## src/rtl/uart_reg_pkg.sv

```systemverilog
// Shared constants and state encoding for the UART register protocol,
// used by both the master and the far-end responder.
package uart_reg_pkg;

  localparam logic [7:0] PROTO_SET_REG = 8'h53;  // "S"
  localparam logic [7:0] PROTO_READ    = 8'h52;  // "R"
  localparam logic [7:0] PROTO_WRITE   = 8'h57;  // "W"

  typedef enum logic [2:0] {
    ST_IDLE,
    ST_SEND,
    ST_WAIT_DONE,
    ST_RECV,
    ST_RESP
  } state_t;

  function automatic logic [7:0] op_byte(input logic write);
    return write ? PROTO_WRITE : PROTO_READ;
  endfunction

endpackage

```

## src/rtl/uart_reg_timeout.sv

```systemverilog
// Reloadable down-counter: clear reloads, enable counts down to zero,
// expired flags a full TIMEOUT_CYCLES of enabled cycles without a clear.
module uart_reg_timeout #(
  parameter int TIMEOUT_CYCLES = 1000000
) (
  input  logic clock,
  input  logic srst_n,
  input  logic clear,
  input  logic enable,
  output logic expired
);

  localparam int CW = $clog2(TIMEOUT_CYCLES);
  localparam logic [CW-1:0] LOAD = CW'(TIMEOUT_CYCLES - 1);

  logic [CW-1:0] count;

  always_ff @(posedge clock) begin
    if (!srst_n) begin
      count <= LOAD;
    end else if (clear) begin
      count <= LOAD;
    end else if (enable && (count != '0)) begin
      count <= count - 1'b1;
    end
  end

  assign expired = enable && (count == '0);

endmodule

```

## src/rtl/uart_reg_master.sv

```systemverilog
// Initiator of the UART register protocol: serializes one read/write request
// as "S<index>W<B0..Bn>" or "S<index>R" and collects read reply bytes.
//
// state     | meaning
// ----------+---------------------------------------------------------
// IDLE      | ready for a request
// SEND      | registers the current frame byte and its send strobe
// WAIT_DONE | waiting for the transmitter's done (rx open after 'R')
// RECV      | collecting reply bytes B0..B(N-1)
// RESP      | registers the completion pulse
module uart_reg_master #(
  parameter int NUM_BYTES_PER_REG = 4,
  parameter int TIMEOUT_CYCLES    = 1000000
) (
  input  logic                           clock,
  input  logic                           srst_n,
  input  logic                           req_valid,
  output logic                           req_ready,
  input  logic                           req_write,
  input  logic [7:0]                     req_index,
  input  logic [NUM_BYTES_PER_REG*8-1:0] req_wdata,
  output logic                           resp_valid,
  output logic [NUM_BYTES_PER_REG*8-1:0] resp_rdata,
  output logic                           resp_timeout,
  output logic [7:0]                     uart_tx_value,
  output logic                           uart_tx_value_write,
  input  logic                           uart_tx_value_done,
  input  logic [7:0]                     uart_rx_value,
  input  logic                           uart_rx_value_ready
);
  import uart_reg_pkg::*;

  localparam int N     = NUM_BYTES_PER_REG;
  localparam int W     = N * 8;
  localparam int POS_W = $clog2(N + 3);
  localparam int CNT_W = $clog2(N) + 1;

  state_t           state, state_d;
  logic             cap_write;
  logic [7:0]       cap_index;
  logic [W-1:0]     cap_wdata;
  logic [POS_W-1:0] pos;
  logic [CNT_W-1:0] rx_count;
  logic [W-1:0]     rx_data;
  logic             timed_out;

  logic             accept, at_last, rx_window, rx_full, rx_take, rx_last;
  logic             done_evt, tmo_enable, tmo_clear, tmo_expired, tmo_fire;
  logic [7:0]       frame_byte;

  logic             req_ready_d, resp_valid_d, resp_timeout_d, tx_write_d;
  logic [W-1:0]     resp_rdata_d;
  logic [7:0]       tx_value_d;

  assign accept   = req_valid && req_ready;
  assign at_last  = pos == (cap_write ? POS_W'(N + 2) : POS_W'(2));
  assign done_evt = (state == ST_WAIT_DONE) && uart_tx_value_done;
  assign rx_full  = rx_count == CNT_W'(N);
  assign rx_last  = rx_count == CNT_W'(N - 1);

  // The reply may overtake the 'R' done, so rx opens right after the 'R' strobe.
  assign rx_window = (state == ST_RECV) ||
                     ((state == ST_WAIT_DONE) && !cap_write &&
                      (pos == POS_W'(2)) && !uart_tx_value_write);
  assign rx_take   = rx_window && uart_rx_value_ready && !rx_full;

  assign tmo_enable = (state == ST_WAIT_DONE) || (state == ST_RECV);
  assign tmo_clear  = !tmo_enable || (state_d != state) || done_evt || rx_take;
  assign tmo_fire   = tmo_expired && !done_evt && !rx_take;

  uart_reg_timeout #(
    .TIMEOUT_CYCLES(TIMEOUT_CYCLES)
  ) u_timeout (
    .clock  (clock),
    .srst_n (srst_n),
    .clear  (tmo_clear),
    .enable (tmo_enable),
    .expired(tmo_expired)
  );

  always_comb begin
    case (pos)
      POS_W'(0): frame_byte = PROTO_SET_REG;
      POS_W'(1): frame_byte = cap_index;
      POS_W'(2): frame_byte = op_byte(cap_write);
      default:   frame_byte = cap_wdata[8*(int'(pos) - 3) +: 8];
    endcase
  end

  always_ff @(posedge clock) begin
    if (!srst_n) begin
      state <= ST_IDLE;
    end else begin
      state <= state_d;
    end
  end

  always_comb begin
    state_d = state;
    case (state)
      ST_IDLE: begin
        if (accept) state_d = ST_SEND;
      end
      ST_SEND: state_d = ST_WAIT_DONE;
      ST_WAIT_DONE: begin
        if (done_evt) begin
          if (!at_last)       state_d = ST_SEND;
          else if (cap_write) state_d = ST_RESP;
          else                state_d = ST_RECV;
        end else if (tmo_fire) begin
          state_d = ST_RESP;
        end
      end
      ST_RECV: begin
        if (rx_full || (rx_take && rx_last)) state_d = ST_RESP;
        else if (tmo_fire)                   state_d = ST_RESP;
      end
      ST_RESP: state_d = ST_IDLE;
      default: state_d = ST_IDLE;
    endcase
  end

  always_comb begin
    req_ready_d    = (state == ST_IDLE) && !accept;
    resp_valid_d   = state == ST_RESP;
    resp_timeout_d = (state == ST_RESP) && timed_out;
    resp_rdata_d   = (state == ST_RESP) ? rx_data : resp_rdata;
    tx_write_d     = state == ST_SEND;
    tx_value_d     = (state == ST_SEND) ? frame_byte : uart_tx_value;
  end

  always_ff @(posedge clock) begin
    if (!srst_n) begin
      req_ready           <= 1'b1;
      resp_valid          <= 1'b0;
      resp_timeout        <= 1'b0;
      resp_rdata          <= '0;
      uart_tx_value       <= '0;
      uart_tx_value_write <= 1'b0;
    end else begin
      req_ready           <= req_ready_d;
      resp_valid          <= resp_valid_d;
      resp_timeout        <= resp_timeout_d;
      resp_rdata          <= resp_rdata_d;
      uart_tx_value       <= tx_value_d;
      uart_tx_value_write <= tx_write_d;
    end
  end

  always_ff @(posedge clock) begin
    if (!srst_n) begin
      cap_write <= 1'b0;
      cap_index <= '0;
      cap_wdata <= '0;
      pos       <= '0;
      rx_count  <= '0;
      rx_data   <= '0;
      timed_out <= 1'b0;
    end else begin
      if (accept) begin
        cap_write <= req_write;
        cap_index <= req_index;
        cap_wdata <= req_wdata;
        pos       <= '0;
        rx_count  <= '0;
        rx_data   <= '0;
        timed_out <= 1'b0;
      end else if (done_evt && !at_last) begin
        pos <= pos + 1'b1;
      end
      if (rx_take) begin
        rx_data[8*int'(rx_count) +: 8] <= uart_rx_value;
        rx_count                       <= rx_count + 1'b1;
      end
      if (tmo_fire) timed_out <= 1'b1;
    end
  end

endmodule

```

## config.mk

```make
export PLATFORM = sky130hd
export DESIGN_NAME = uart_reg_master
export DESIGN_NICKNAME = d
export VERILOG_FILES = /design/src/rtl/uart_reg_pkg.sv /design/src/rtl/uart_reg_timeout.sv /design/src/rtl/uart_reg_master.sv
export SDC_FILE = /design/constraint.sdc
export NUM_CORES = 1
export LEC_CHECK = 0
export CAP_MARGIN = 5
export CELL_PAD_IN_SITES_DETAIL_PLACEMENT = 2
export CELL_PAD_IN_SITES_GLOBAL_PLACEMENT = 2
export CORE_MARGIN = 2
export CORE_UTILIZATION = 32
export DETAILED_ROUTE_END_ITERATION = 8
export PLACE_DENSITY = 0.82
export SLEW_MARGIN = 10
export SYNTH_ARGS = -nofsm -noshare
export SYNTH_HDL_FRONTEND = slang
export SYNTH_SLANG_ARGS = --single-unit
export TNS_END_PERCENT = 20
```

## constraint.sdc

```tcl
create_clock -name clock -period 3 [get_ports clock]
set_input_delay 0.75 -clock clock [delete_from_list [all_inputs] [get_ports clock]]
set_output_delay 0.75 -clock clock [all_outputs]
set_load 0.005 [all_outputs]
```

==> metrics.md <==
| Metric | Value |
|---|---|
| Status | complete, no violations |
| Die area | 0.0209 mm^2 |
| Iter 0 DRT Violations | 217 |
| Num ports | between 90 and 100 |
| Number of diodes | 0 |
| Clk Tree Root Cell | clkbuf_16 |
| Final setup violation count | 0 |
| Clock buffer depth | 2 |
| Synth Area in Compound Gates | 15.3% |
| Worst Hold Slack | roughly 0.42 ns |
| Syn_nets | 795 |
| Hold_buf cts | 0 |
| Max Clock Skew | around 0.013 ns |
| Core Box Area | 0.0194 mm^2 |
| EDFF count, synth | 0 |
| DIE WIDTH | between 100 and 150 um |
| DPL Wire Length | 13400 um |
| WP data arrival | about 3 ns |
| RSZ-0062 raised after global routing | false |
| Most frequent CP cell | ha_1 |
| Rel. slew slack | 53.6% |
| Post-route minimum period | between 2 and 3 ns |
| Synth Flop Type | dfxtp_1 |
| Actual slew at the worst max-slew pin | about 0.69 ns |
| Final period util | 90.9% |
| Post-synthesis register bit count | 147 |
| Crit-path max FO | 16 |
| Fin nets | 874 |
| Worst Path Buf+Inv | 1 |
| Post-CTS Setup Inserts | 0 |
| Family with the most delay on the worst path | simple AND/OR/NAND/NOR gates |
| Overflow after GRT | 0 |
| Synth Area in Simple Gates | 23.9% |
| Ys async rst share | 0% |
| Number of clock sinks | 147 |
| Maximum clock rate | 367 MHz |
| Residual DRC | 0 |
| Cell Area, Synth | 0.00632 mm^2 |
| Power per cell area | 573 mW/mm^2 |
| Syn Area/Cell | 8.65 um^2 |
| Worst path max stage delay | 0.75 ns |
| VDD IR-drop max | ~0.00035 V |
| Adder-cell share of the synthesized area | 2.18% |
| Post-DR vias/cell | 4.93 |
| Wirelength per Cell | roughly 18 um |
| Fin cells | 1087 |
| Clock-pin slew on the worst setup and hold paths | 0.06 ns |
| Worst-Skew Late Latency | 0.43 ns |
| Leading post-synthesis cells by cell area | dfxtp_1, nand2_1, a21boi_0, mux4_2, mux2i_1 |
| Xor/xnor share of the synthesized area | 2.63% |
| CTS resizes | 0 |
| P&R area growth vs syn | 28.6% |
| Total number of placement rows | 51 |
| Antenna violations before repair | 1 |
| Wirelength, routed | between 15000 and 20000 um |
| DR vias | 5355 |
| Multiplexer area fraction after synthesis | 5.39% |
| Buffers added on ports | 97 |
| Yosys warning total | 0 |
| Fin Setup TNS | 0 ns |
| CP required | 3.31 ns |
| Die Y | around 140 um |
| Post-synth top area share | 46.6% |
| Cell taking the most area after synthesis | dfxtp_1 |
| Layout cells sized above 1 | 7.30% |
| CP startpoint kind | register |
| Final Wtd Congestion | 0.758 |
| Overall Global Routing Usage | 19.9% |
| Placed cell count | 1055 |
| CP cell instances | inv_1 -> ha_1 -> ha_1 -> and4bb_1 -> nand2_1 -> or4b_1 -> and3_1 -> o21a_1 |
| Cells after Synth | 730 |
| LEAKAGE | 2.89 nW |
| Netlist cell types | 47 |
| Largest family of logic cells by synthesized area | simple AND/OR/NAND/NOR gates |
| CTS buffer count | 17 |
| Dpl ws | 0.0571 ns |
| First-pass detailed-route iteration total | 4 |
| Slowest cell on the critical path | or4b_1 |
| Routed Antenna Nets | 0 |
| Crit. End Element | register |
| Final hold violations | 0 |
| Final Max Tran Viols | 0 |
| Max-Cap Viols | 0 |
| Hold Crit Class | reg -> reg |
| Min setup slack post-route | roughly 0.27 ns |
| Post-synthesis sequential area ratio | 46.6% |
| Initial Util | 32.6% |
| CTS tree | done |
| Vias in the first global route | 6186 |
| CP Class | reg -> reg |
| H-tree level count | 4 |
| Global-route wire length before repair | 32300 um |
| Largest net degree at the start of global routing | 65 |
==> cell type report <==
cell class | instances | area, um^2
timing repair buffer | 110 | 1060
sequential | 147 | 2940
fill | 2151 | 11300
clock inverter | 12 | 153
multi-input combinational | 522 | 3130
inverter | 11 | 41.3
tap | 265 | 332
clock buffer | 20 | 467
==> path summary, 6_finish.rpt <==
| kind | from | to | slack [ns] | cells past startpoint |
|---|---|---|---|---|
| hold / removal | u_timeout.count[0] | u_timeout.count[0] | 0.42 | 1 |
| setup reg to reg | rx_count[1] | rx_data[25] | 0.27 | 8 |
| setup / recovery | rx_count[1] | rx_data[25] | 0.27 | 8 |
| hold reg to reg | u_timeout.count[0] | u_timeout.count[0] | 0.42 | 1 |
==> cell usage in the layout (no fill, tap or decap), types with 9 or more instances in the layout <==
| cell | count |
|---|---|
| dfxtp_1 | 147 |
| nand2_1 | 205 |
| nor2_1 | 39 |
| nand2b_1 | 10 |
| buf_4 | 13 |
| o21a_1 | 16 |
| xnor2_1 | 9 |
| a21oi_1 | 21 |
| ha_1 | 11 |
| clkdlybuf4s50_1 | 96 |
| xor2_1 | 10 |
| nor2b_1 | 9 |
| inv_1 | 11 |
| a21boi_0 | 75 |
| and3_1 | 18 |
| clkbuf_16 | 17 |
| o21ai_0 | 17 |
| mux2i_1 | 16 |
==> metrics by stage <==
step	utilization [%]	cell area, um^2	total power, W
after floorplan	-	6320	0.00227
after global placement	38.7	7500	0.00244
after detailed placement	38.7	7500	0.00246
after CTS	41.9	8120	0.00471
after global routing	41.9	8120	0.00483
final	41.9	8120	0.00465
==> power breakdown <==
group,switching [W],leakage [nW],internal [W]
Clock,0.000865,0.294,0.00137
Combinational,0.000196,1.40,0.000170
Sequential,0.0000407,1.19,0.00201
==> cells by family (layout without fill, tap and decap cells) <==
| kind of cell | Yosys count | count (layout) |
|---|---|---|
| buffers and inverters | 61 | 153 |
| DFF | 147 | 147 |
| and+or+nand+nor | 329 | 329 |
| xor gates and xnor gates | 19 | 19 |
| muxes | 24 | 24 |
| AOI/OAI and AO/OA | 139 | 139 |
| adders and majority gates | 11 | 11 |
==> synth_stat cells, types with 2 or more instances <==
master	n
xor2_1	10
ha_1	11
o22a_1	2
buf_2	6
nand2_1	206
clkbuf_1	41
nor2b_1	9
xnor2_1	9
mux4_2	8
inv_1	11
nand3_1	8
nand2b_1	10
dfxtp_1	147
or4_1	2
and3_1	18
or3_1	4
nor3_1	4
a21boi_0	75
a21oi_1	21
mux2i_1	16
nor3b_1	2
nor2_1	39
nor4b_4	2
nand4_1	4
nor4b_1	2
o21ai_0	17
nor4_1	5
and2_1	6
o21a_1	16
buf_6	2
==> sequential cells by signal, indices dropped and copies added (netlist names) <==
| signal | flops |
|---|---|
| u_timeout.count | 20 |
| resp_valid | 1 |
| uart_tx_value_write | 1 |
| uart_tx_value | 8 |
| rx_data | 32 |
| cap_write | 1 |
| cap_wdata | 32 |
| resp_rdata | 32 |
| rx_count | 3 |
| cap_index | 8 |
| timed_out | 1 |
| resp_timeout | 1 |
| pos | 3 |
| state | 3 |
| req_ready | 1 |
==> layer usage <==
metal	routed length, um	part of all wire [%]	track usage [%]	up-vias
li1	-	-	-	2592
met1	8410	43	22.7	2653
met2	10300	52	36.9	80
met3	609	3.1	4.44	28
met4	283	1.4	5.62	2
met5	10	0.051	0	-
Power figures use the tool's default switching activity.
